### src/rtl/lsu_issue_queue_pkg.sv
// Shared types for the LSU issue queue: uop metadata, physical register
// numbers, queue sizing constants and the queue pointer type.
package lsu_issue_queue_pkg;

  localparam int LSU_IQ_DEPTH      = 8;
  localparam int LSU_IQ_WAKE_PORTS = 4;
  localparam int PRF_W             = 6;
  localparam int ROB_IDX_W         = 7;

  typedef logic [PRF_W-1:0] PRFNum;

  typedef logic [$clog2(LSU_IQ_DEPTH)-1:0] lsu_iq_ptr_t;

  typedef struct packed {
    PRFNum op0PAddr;
    PRFNum op1PAddr;
  } Ops_Info;

  typedef struct packed {
    logic [ROB_IDX_W-1:0] robIdx;
    logic                 isStore;
    Ops_Info              ops;
    logic                 prs1_rdy;
    logic                 prs2_rdy;
  } LSU_Queue_Meta;

  typedef struct packed {
    logic [ROB_IDX_W-1:0] robIdx;
    logic                 valid;
  } Arbitration_Info;

endpackage

### src/rtl/lsu_iq_wakeup_match.sv
// Compares one physical register tag against every PRF wakeup broadcast
// port and flags a hit when any valid port carries that tag.
module lsu_iq_wakeup_match
  import lsu_issue_queue_pkg::*;
#(
  parameter int WAKE_PORTS = LSU_IQ_WAKE_PORTS
) (
  input  PRFNum                  tag_i,
  input  logic [WAKE_PORTS-1:0]  wake_valid_i,
  input  PRFNum [WAKE_PORTS-1:0] wake_prf_i,
  output logic                   hit_o
);

  // OR-reduce the per-port tag comparisons.
  always_comb begin
    // NOTE: combinational blocks assign a default first so no path leaves
    // the output unassigned (which would infer a latch).
    hit_o = 1'b0;
    for (int p = 0; p < WAKE_PORTS; p++) begin
      if (wake_valid_i[p] && (wake_prf_i[p] == tag_i)) begin
        hit_o = 1'b1;
      end
    end
  end

endmodule

### src/rtl/lsu_issue_queue.sv
// In-order load/store issue queue. Accepts up to two uops per cycle from
// dispatch, tracks source readiness through PRF wakeups and issues the head
// entry once both of its operands are ready.
// Optional feature macro: LSU_IQ_WAKEUP_BYPASS_EN -- when defined, wakeups
// arriving in the enqueue cycle also mark the incoming uops ready.
module lsu_issue_queue
  import lsu_issue_queue_pkg::*;
#(
  parameter int DEPTH      = LSU_IQ_DEPTH,
  parameter int WAKE_PORTS = LSU_IQ_WAKE_PORTS,
  parameter int PTR_W      = $clog2(DEPTH)
) (
  input  logic                   clk,
  input  logic                   rst_n,
  input  logic                   flush,
  input  logic                   enq_wen_0,
  input  logic                   enq_wen_1,
  input  LSU_Queue_Meta          enq_din_0,
  input  LSU_Queue_Meta          enq_din_1,
  input  logic [WAKE_PORTS-1:0]  wake_valid,
  input  PRFNum [WAKE_PORTS-1:0] wake_prf,
  output logic                   free_ge2,
  output logic                   issue_valid,
  input  logic                   issue_ready,
  output LSU_Queue_Meta          issue_dout,
  output logic                   empty,
  output logic [PTR_W:0]         count
);

  LSU_Queue_Meta     mem_q [DEPTH];
  logic [DEPTH-1:0]  prs1_rdy_q, prs1_rdy_d;
  logic [DEPTH-1:0]  prs2_rdy_q, prs2_rdy_d;
  logic [PTR_W-1:0]  head_q, head_d;
  logic [PTR_W-1:0]  tail_q, tail_d;
  logic [PTR_W:0]    count_q, count_d;

  logic [PTR_W-1:0]  tail_p1;
  logic [DEPTH-1:0]  hit1, hit2;
  logic              do_enq0, do_enq1, do_pop;
  logic              enq0_rdy1, enq0_rdy2, enq1_rdy1, enq1_rdy2;

  // Status outputs come only from registered state.
  assign empty       = (count_q == '0);
  assign free_ge2    = (count_q <= (PTR_W+1)'(DEPTH - 2));
  assign count       = count_q;
  assign issue_valid = !empty && prs1_rdy_q[head_q] && prs2_rdy_q[head_q];

  // Handshakes; a flush discards both the enqueue and the issue this cycle.
  // Pops are deliberately not credited toward enqueue space.
  assign do_enq0 = enq_wen_0 && free_ge2 && !flush;
  assign do_enq1 = do_enq0 && enq_wen_1;
  assign do_pop  = issue_valid && issue_ready && !flush;
  assign tail_p1 = tail_q + PTR_W'(1);

  // Wakeup comparators for every slot. Unoccupied slots may also match, which
  // is harmless because enqueue overwrites their ready bits.
  for (genvar e = 0; e < DEPTH; e++) begin : g_entry
    lsu_iq_wakeup_match #(.WAKE_PORTS(WAKE_PORTS)) u_match_op0 (
      .tag_i        (mem_q[e].ops.op0PAddr),
      .wake_valid_i (wake_valid),
      .wake_prf_i   (wake_prf),
      .hit_o        (hit1[e])
    );
    lsu_iq_wakeup_match #(.WAKE_PORTS(WAKE_PORTS)) u_match_op1 (
      .tag_i        (mem_q[e].ops.op1PAddr),
      .wake_valid_i (wake_valid),
      .wake_prf_i   (wake_prf),
      .hit_o        (hit2[e])
    );
  end

`ifdef LSU_IQ_WAKEUP_BYPASS_EN
  logic byp0_1, byp0_2, byp1_1, byp1_2;

  lsu_iq_wakeup_match #(.WAKE_PORTS(WAKE_PORTS)) u_byp0_op0 (
    .tag_i(enq_din_0.ops.op0PAddr), .wake_valid_i(wake_valid), .wake_prf_i(wake_prf), .hit_o(byp0_1)
  );
  lsu_iq_wakeup_match #(.WAKE_PORTS(WAKE_PORTS)) u_byp0_op1 (
    .tag_i(enq_din_0.ops.op1PAddr), .wake_valid_i(wake_valid), .wake_prf_i(wake_prf), .hit_o(byp0_2)
  );
  lsu_iq_wakeup_match #(.WAKE_PORTS(WAKE_PORTS)) u_byp1_op0 (
    .tag_i(enq_din_1.ops.op0PAddr), .wake_valid_i(wake_valid), .wake_prf_i(wake_prf), .hit_o(byp1_1)
  );
  lsu_iq_wakeup_match #(.WAKE_PORTS(WAKE_PORTS)) u_byp1_op1 (
    .tag_i(enq_din_1.ops.op1PAddr), .wake_valid_i(wake_valid), .wake_prf_i(wake_prf), .hit_o(byp1_2)
  );

  assign enq0_rdy1 = enq_din_0.prs1_rdy | byp0_1;
  assign enq0_rdy2 = enq_din_0.prs2_rdy | byp0_2;
  assign enq1_rdy1 = enq_din_1.prs1_rdy | byp1_1;
  assign enq1_rdy2 = enq_din_1.prs2_rdy | byp1_2;
`else
  // Without the bypass, a wakeup coinciding with enqueue is not captured.
  assign enq0_rdy1 = enq_din_0.prs1_rdy;
  assign enq0_rdy2 = enq_din_0.prs2_rdy;
  assign enq1_rdy1 = enq_din_1.prs1_rdy;
  assign enq1_rdy2 = enq_din_1.prs2_rdy;
`endif

  // Next-state for pointers, occupancy and per-entry ready bits.
  always_comb begin
    prs1_rdy_d = prs1_rdy_q | hit1;
    prs2_rdy_d = prs2_rdy_q | hit2;
    head_d     = head_q;
    tail_d     = tail_q;
    count_d    = count_q + (PTR_W+1)'(do_enq0) + (PTR_W+1)'(do_enq1) - (PTR_W+1)'(do_pop);
    if (do_enq0) begin
      prs1_rdy_d[tail_q] = enq0_rdy1;
      prs2_rdy_d[tail_q] = enq0_rdy2;
      tail_d             = tail_p1;
    end
    if (do_enq1) begin
      prs1_rdy_d[tail_p1] = enq1_rdy1;
      prs2_rdy_d[tail_p1] = enq1_rdy2;
      tail_d              = tail_q + PTR_W'(2);
    end
    if (do_pop) begin
      head_d = head_q + PTR_W'(1);
    end
    if (flush) begin
      head_d  = '0;
      tail_d  = '0;
      count_d = '0;
    end
  end

  // Control state register with asynchronous clear.
  always_ff @(posedge clk or negedge rst_n) begin
    if (!rst_n) begin
      // NOTE: sequential state uses non-blocking assignments so every
      // register samples the pre-edge values of its neighbours.
      head_q     <= '0;
      tail_q     <= '0;
      count_q    <= '0;
      prs1_rdy_q <= '0;
      prs2_rdy_q <= '0;
    end else begin
      head_q     <= head_d;
      tail_q     <= tail_d;
      count_q    <= count_d;
      prs1_rdy_q <= prs1_rdy_d;
      prs2_rdy_q <= prs2_rdy_d;
    end
  end

  // Payload storage, written at the tail on accepted enqueues.
  // NOTE: the payload array has no reset; occupancy and ready bits decide
  // what is visible, so clearing it would only cost reset fan-out.
  always_ff @(posedge clk) begin
    if (do_enq0) mem_q[tail_q]  <= enq_din_0;
    if (do_enq1) mem_q[tail_p1] <= enq_din_1;
  end

  // Head view with live ready bits; forced to zero while the queue is empty.
  always_comb begin
    issue_dout = '0;
    if (!empty) begin
      issue_dout          = mem_q[head_q];
      issue_dout.prs1_rdy = prs1_rdy_q[head_q];
      issue_dout.prs2_rdy = prs2_rdy_q[head_q];
    end
  end

  // Dispatch protocol checks: these writes are dropped by the queue.
  a_enq_space: assert property (@(posedge clk) disable iff (!rst_n)
                                !(enq_wen_0 && !free_ge2 && !flush))
    else $warning("lsu_issue_queue: enqueue dropped, fewer than 2 free entries");

  a_enq_order: assert property (@(posedge clk) disable iff (!rst_n)
                                !(enq_wen_1 && !enq_wen_0))
    else $warning("lsu_issue_queue: enq_wen_1 without enq_wen_0 ignored");

endmodule

### config.mk
export PLATFORM = sky130hd
export DESIGN_NAME = lsu_issue_queue
export DESIGN_NICKNAME = d
export VERILOG_FILES = /design/src/rtl/lsu_issue_queue_pkg.sv /design/src/rtl/lsu_iq_wakeup_match.sv /design/src/rtl/lsu_issue_queue.sv
export SDC_FILE = /design/constraint.sdc
export NUM_CORES = 1
export LEC_CHECK = 0
export BUFFER_PORTS_ARGS = -buffer_cell sky130_fd_sc_hd__buf_2
export CAP_MARGIN = 20
export CORE_UTILIZATION = 35
export DETAILED_ROUTE_END_ITERATION = 6
export MAX_ROUTING_LAYER = met4
export PLACE_DENSITY = 0.47
export SLEW_MARGIN = 30
export SYNTH_ARGS = -nofsm -noshare
export SYNTH_HDL_FRONTEND = slang
export SYNTH_SLANG_ARGS = --single-unit
### constraint.sdc
create_clock -name clk -period 3.6 [get_ports clk]
set_input_delay 0.18 -clock clk [delete_from_list [all_inputs] [get_ports clk]]
set_output_delay 0.18 -clock clk [all_outputs]
set_load 0.03 [all_outputs]
## After elaboration in Yosys (flattened, before gate mapping)

Memory sizes are Yosys's and may differ from the RTL's.
Index checks and enable logic that the tools add are counted.

- Add/subtract/negate cells: 6
- Order comparisons: 6
- Equality and inequality tests: 64
- Mux-type cells: 91
- Bitwise gates (word level): 2
- Reduce and logical (&&, ||, !) cells: 78

Operators with widths:

| operator | count |
|---|---|
| 6-bit equality test | 64 |
| 1-bit logical AND | 73 |
| 1-bit 2-to-1 mux | 72 |
| 8-bit bitwise mux | 4 |
| 8-bit 2-to-1 mux | 4 |
| 22-bit 2-to-1 mux | 1 |
| 8-bit OR | 2 |
| 3-bit 2-to-1 mux | 5 |
| 3-bit by 4-bit < comparator with 1-bit output, second input constant | 3 |
| 4-bit by 1-bit adder with 4-bit output | 2 |
| 3-bit by 1-bit adder with 3-bit output, second input constant | 2 |
| 1-bit binary-select mux with 3-bit select | 2 |
| 1-bit demux with 3-bit select | 2 |
| 3-bit by 1-bit >= comparator with 1-bit output, second input constant | 2 |
| 4-bit by 3-bit <= comparator with 1-bit output, second input constant | 1 |
| 4-bit zero test | 1 |
| 4-bit 2-to-1 mux | 1 |
| 4-bit by 1-bit subtractor with 4-bit output | 1 |
| 3-bit by 2-bit adder with 3-bit output, second input constant | 1 |
| 3-bit nonzero test | 1 |
| 1-bit zero test | 2 |
| 2-bit nonzero test | 1 |

- Register bits after elaboration: 26
- RAM bits: 176
- Input bits: 78
- Logic and storage cells: 253
- Memories: 1

Memory list:

| name | words | bits a word | rd ports | clocked after Yosys merged registers in | wr ports | line | source |
|---|---|---|---|---|---|---|---|
| mem_q | 8 | 22 | 9 | 0 | 2 | lsu_issue_queue.sv:30 | `LSU_Queue_Meta mem_q [DEPTH];` |

## Logic depth before layout (Yosys ltp)

- Depth in word-level cells: 11
- Mapped depth: 13

## Cells and area by module

Synthesis repeated with hierarchy kept, for this count alone.

- Cells, all modules: 1225
- Area, all modules: 14550.2 um2

Modules (own cells, without submodules):

| module | instances | cells each | area an instance (um2) | sequential area each (um2) |
|---|---|---|---|---|
| lsu_issue_queue | 1 | 681 | 10186.0 | 5455.2 |
| lsu_iq_wakeup_match | 16 | 34 | 272.8 | 0.0 |

## Worst setup path before layout

Ideal clock, no wire load.

- Kind: register -> register
- Start point: register count_q[3] (netlist: count[3])
- End point: memory mem_q[6][10] in the netlist's numbering, enable pin
- Setup time: 0.430 ns
- Data arrival time: 2.863 ns
- Data required time: 3.170 ns
- Setup slack: 0.307 ns
- Cell stages (with the launch flop): 8
- Buffers on the path: 1
- Cell sequence: dfrtp_1 inv_1 ha_1 nand3_1 and3_1 buf_2 nand2_1 o21ai_0

RTL lines:

| item | line | source |
|---|---|---|
| start, declared | lsu_issue_queue.sv:35 | `logic [PTR_W:0] count_q, count_d;` |
| start signal, assigned | lsu_issue_queue.sv:140 | `count_q <= count_d;` |
| end, declared | lsu_issue_queue.sv:30 |  |

## Worst setup path in the final report

- Start point: register head_q[0]
- End point: register count_q[3] (netlist: count[3])

- Word-level cells in the longest chain between the ends: 8
- Elaborated cells between the ends (all ways): 10
- Those cells by class: 1 x add/sub; 5 x mux; 4 x reduce/logical

Ends and longest elaborated chain:

| item | line | source |
|---|---|---|
| start, declared | lsu_issue_queue.sv:33 | `logic [PTR_W-1:0] head_q, head_d;` |
| start signal, assigned | lsu_issue_queue.sv:132 | `head_q <= '0;` |
| start signal, assigned | lsu_issue_queue.sv:138 | `head_q <= head_d;` |
| 1-bit binary-select mux with 3-bit select | lsu_issue_queue.sv:46 | `assign issue_valid = !empty && prs1_rdy_q[head_q] && prs2_rdy_q[head_q];` |
| 1-bit 2-to-1 mux (not written as such) | lsu_issue_queue.sv:46 |  |
| 1-bit logical AND | lsu_issue_queue.sv:46 |  |
| 1-bit logical AND * | lsu_issue_queue.sv:46 |  |
| 1-bit logical AND * (2 in a row) | lsu_issue_queue.sv:52 | `assign do_pop = issue_valid && issue_ready && !flush;` |
| 4-bit by 1-bit subtractor with 4-bit output * | lsu_issue_queue.sv:106 | `count_d = count_q + (PTR_W+1)'(do_enq0) + (PTR_W+1)'(do_enq1) - (PTR_W+1)'(do_pop);` |
| 4-bit 2-to-1 mux * | lsu_issue_queue.sv:120 | `if (flush) begin` |
| net count_d[3] | lsu_issue_queue.sv:35 |  |

The timed path passes the listed nets; every way through them passes the cells marked *. The select of a mux whose other input is x is not followed.
A chain may end at the register's enable or synchronous reset.

==> summary.txt <==
Average cell area after synthesis: 11.2 sq um
Basic-gate share of the synthesized area counting and, or, nand and nor cells: 9.50%
FF-to-FF setup slack: 0.65 ns
DRC violation total after the first TritonRoute iteration: 872
Final Hold Fails: 0
Max Slew Vio Count: 0
Met3 layer wire length in the routed design: 2620 microns
Height of the die: 207 microns
Number of cells on the worst reg-to-reg path: 12
Final cycle utilization of the critical path: 81.9%
Post-layout utilization of the core: 38.8%
Clock latency on the worst-skew pair: 0.48 ns
Start point of the worst min-delay path: flush
Worst endpoint data arrival time: 3.31 ns
Number of clock sinks seen by CTS: 186
Static power due to leakage: 5.36 nW
Vias per std cell: 5.73
Global route overflow: 0
Total number of vias: 10.4k
Seq cells post-synth: 186
Count of nets after finishing: 1,370
Floorplan die width: 207 microns
Proportion of synthesized area in mux cells: 20.5%
Hold worst-path end: count[1]$_DFF_PN0_
Maximum clock frequency: 0.339 GHz
Most frequent cell on the critical path: nor2_1
Final instance count without filler cells: 1,824
Inst Count DP: 1,791
Maximum clock skew at final layout: 0.0218 ns
Initial core utilization: 35.8%
Leading cell types by total area after synthesis: edfxtp_1, mux2_2, xor2_1
Delay of the slowest cell on the worst path: 0.53 ns
R2r endpoint: count[3]$_DFF_PN0_
Inserted Clock Buffers: 17
Crit path required time: 3.96 ns
Critical path class: reg -> reg
Area of the core: 41,200 sq um
Antenna diode count: 0
Critical Path Slowest Stage Cell: mux4_2
Sequential cell area fraction in the yosys report: 37.0%
Final antenna-violating net count: 0
Main combinational cell family by area after synthesis: XOR/XNOR gates
Gpl congestion: 0.904
CP startpoint kind: flop
Highest signal layer in the routed design: met4
Detail-routed net length per standard cell: 28.5 microns
Cell accounting for the most synthesized area: edfxtp_1
Amount of wire on met2 after detailed routing: 24,700 microns
Number of buffers and inverters on the critical path: 1
HPWL after detailed placement: 35,400 microns
Setup repair after global routing missed its margin: false
Headroom to the max-slew limit: 47.9%
Run status: complete, no violations
Worst hold path depth: 2
Switching Fraction: 38.0%
Pin count of the biggest net entering global routing: 31
Count of final setup violators: 0
Worst supply voltage drop on vdd: 0.377 mV
Area fraction of the dominant cell type after synthesis: 32.6%
IO Count: 107
Xor-xnor portion of the synthesized cell area: 23.2%
Worst-Margin Slew: 0.781 ns
Buffers on Ports: 106
Number of global-route vias before repair: 10.5k
Post-synth design cell area: 14,700 sq um
Cell chosen for the clock root: clkbuf_16
Smallest setup slack after layout: 0.651 ns
Relative area change from synthesis to final layout: 8.58%
Global-route total usage across every layer: 25.1%
Power Dens Cells: 466 nW/um^2
Deepest level of the CTS H-tree: 4
First-pass GRT wire length: 75,700 microns
Number of library cell types mapped by synthesis: 57
Final Critical Period: 2.95 ns
Wire length after detailed routing: 52,000 microns
Share of synthesized cell area in full adder, half adder and majority cells: 1.21%
Count of yosys warnings during synthesis: 0
Crit path capture type: flop
Cell count after synthesis: 1,314
Final routed DRC violation total: 0
Gate power share: 37.9%
Net count after synthesis: 1,405
Setup TNS: 0 ns
Clock tree buffer depth: 2
Max-cap check violation count: 0
DIE AREA: 42,900 sq um
Sum of routed wire segments on met1: 23,200 microns
Class of the worst hold path: in -> reg
Share of cells above drive strength 1: 29.9%
CTS tree: yes
CP Depth: 12
Dominant synthesized flop cell: edfxtp_1
First-pass detailed-route iteration total: 5
Kind of cell with the highest combined delay on the critical path: multiplexers
Compound-Gate Fraction of Synth Area: 2.34%
Top fanout value on the critical path: 7
Async SR Flop Fraction: 14.0%
Register share of total power: 37.0%
Clock-pin slew of the registers on the worst-case setup and hold paths: 0.08 ns
Clock network fraction of total power: 25.1%
Initial antenna violation count: 0
Worst r2r src: head_q[0]$_DFFE_PN0P_
Number of rows in the core area: 74
Number of enable flip-flop cells after synthesis: 160
CP Cell Sequence: mux4_2 -> mux2i_2 -> nor4_4 -> nand2_2 -> nor2_1 -> ha_1 -> inv_1 -> fa_1 -> a21o_1 -> a21oi_1 -> xnor2_1 -> nor2_1
P_sw: 0.00283 W
Pre-CTS setup slack: 0.638 ns
Internal: 0.00462 W
-- kinds of logic after synthesis --
logic type | count (synthesis)
AO/OA/AOI/OAI | 46
AND/OR/NAND/NOR | 245
flip-flops | 186
buffers and inverters | 206
multiplexers | 227
adder cells (fa/ha/maj) | 13
XOR/XNOR | 391
-- per-layer routing --
layer  vias to the layer above  global-route usage (%)
li1                       4585                       -
met1                      5390                    32.5
met2                       386                    40.4
met3                        85                    3.17
met4                         0                    9.19
met5                         -                       -
-- worst max-delay path by stage --
stage	startpoint	end	slack [ns]
5_1_grt	head_q[0]$_DFFE_PN0P_	count[3]$_DFF_PN0_	0.46
4_1_cts	head_q[0]$_DFFE_PN0P_	issue_dout[10]	0.54
3_3_place_gp	head_q[0]$_DFFE_PN0P_	count[1]$_DFF_PN0_	0.67
6_report	head_q[0]$_DFFE_PN0P_	count[3]$_DFF_PN0_	0.65
3_5_place_dp	head_q[0]$_DFFE_PN0P_	count[3]$_DFF_PN0_	0.64
2_1_floorplan	count[3]$_DFF_PN0_	mem_q[6][10]$_DFFE_PP_	0.31
-- area by class of cell --
class | count | area [sq um]
sequential | 186 | 5460
fill | 3945 | 25200
timing repair buffer | 136 | 823
multi-input combinational | 922 | 8430
clock buffer | 21 | 440
inverter | 16 | 67.6
clock inverter | 11 | 110
tap | 532 | 666
-- synthesized netlist by cell type, types with 3 or more instances --
cell type and n:
a21o_1 3, mux2_1 9, buf_1 37, o32ai_1 6, xor2_1 196, ha_1 11
buf_2 67, nor3_1 20, inv_1 15, nand4_1 64, clkbuf_1 78, nor4_1 65
xnor2_1 195, dfrtp_1 26, a221oi_2 3, nand3_1 9, mux2i_1 21, o22ai_1 5
and3_1 7, a31oi_1 3, mux2_2 153, nor2_1 51, nand2_1 11, o21ai_0 7
edfxtp_1 160, buf_6 6, a21oi_1 8, mux4_2 43
-- flip-flops by register name (all words and copies together) (netlist names) --
name        cells
count           4
prs2_rdy_q      8
mem_q         160
head_q          3
tail_q          3
prs1_rdy_q      8
-- power groups by stage --
| stage | registers (W) | logic, W | clock network (W) |
|---|---|---|---|
| floorplan | 0.00269 | 0.00209 | 0 |
| global route | 0.00278 | 0.00302 | 0.00197 |
| detailed placement | 0.00281 | 0.00284 | 0 |
| finish | 0.00276 | 0.00282 | 0.00187 |
| global placement | 0.00280 | 0.00283 | 0 |
| CTS | 0.00276 | 0.00285 | 0.00191 |
-- per-stage QoR --
step           total power [W]  hold slack (ns)  area, sq um
4_1_cts                0.00752           0.0350        16000
3_5_place_dp           0.00565            0.267        15400
3_3_place_gp           0.00563            0.263        15400
5_1_grt                0.00777           0.0498        16000
6_report               0.00745           0.0562        16000
2_1_floorplan          0.00478           -0.116        14700
-- layout by cell type (no fill, tap or decap), drive strengths merged, types with 2 or more instances in the layout --
cell type / n
a21o: 3
a21oi: 8
a221oi: 4
a31oi: 4
a32oi: 2
and3: 7
buf: 135
clkbuf: 21
clkinv: 5
dfrtp: 26
edfxtp: 160
fa: 2
ha: 11
inv: 21
mux2: 162
mux2i: 22
mux4: 43
nand2: 12
nand3: 10
nand4: 64
nor2: 53
nor3: 22
nor4: 67
o21ai: 8
o22ai: 5
o32ai: 6
or3: 3
xnor2: 195
xor2: 196
-- timing repair --
item	CTS	global route
endpoints found under the setup margin	0	0
endpoints found under the hold margin	26	0
gates resized for setup	0	0
buffers inserted	0	0
hold buffers	1	0
No activity file was read; power rests on OpenSTA's default activity.
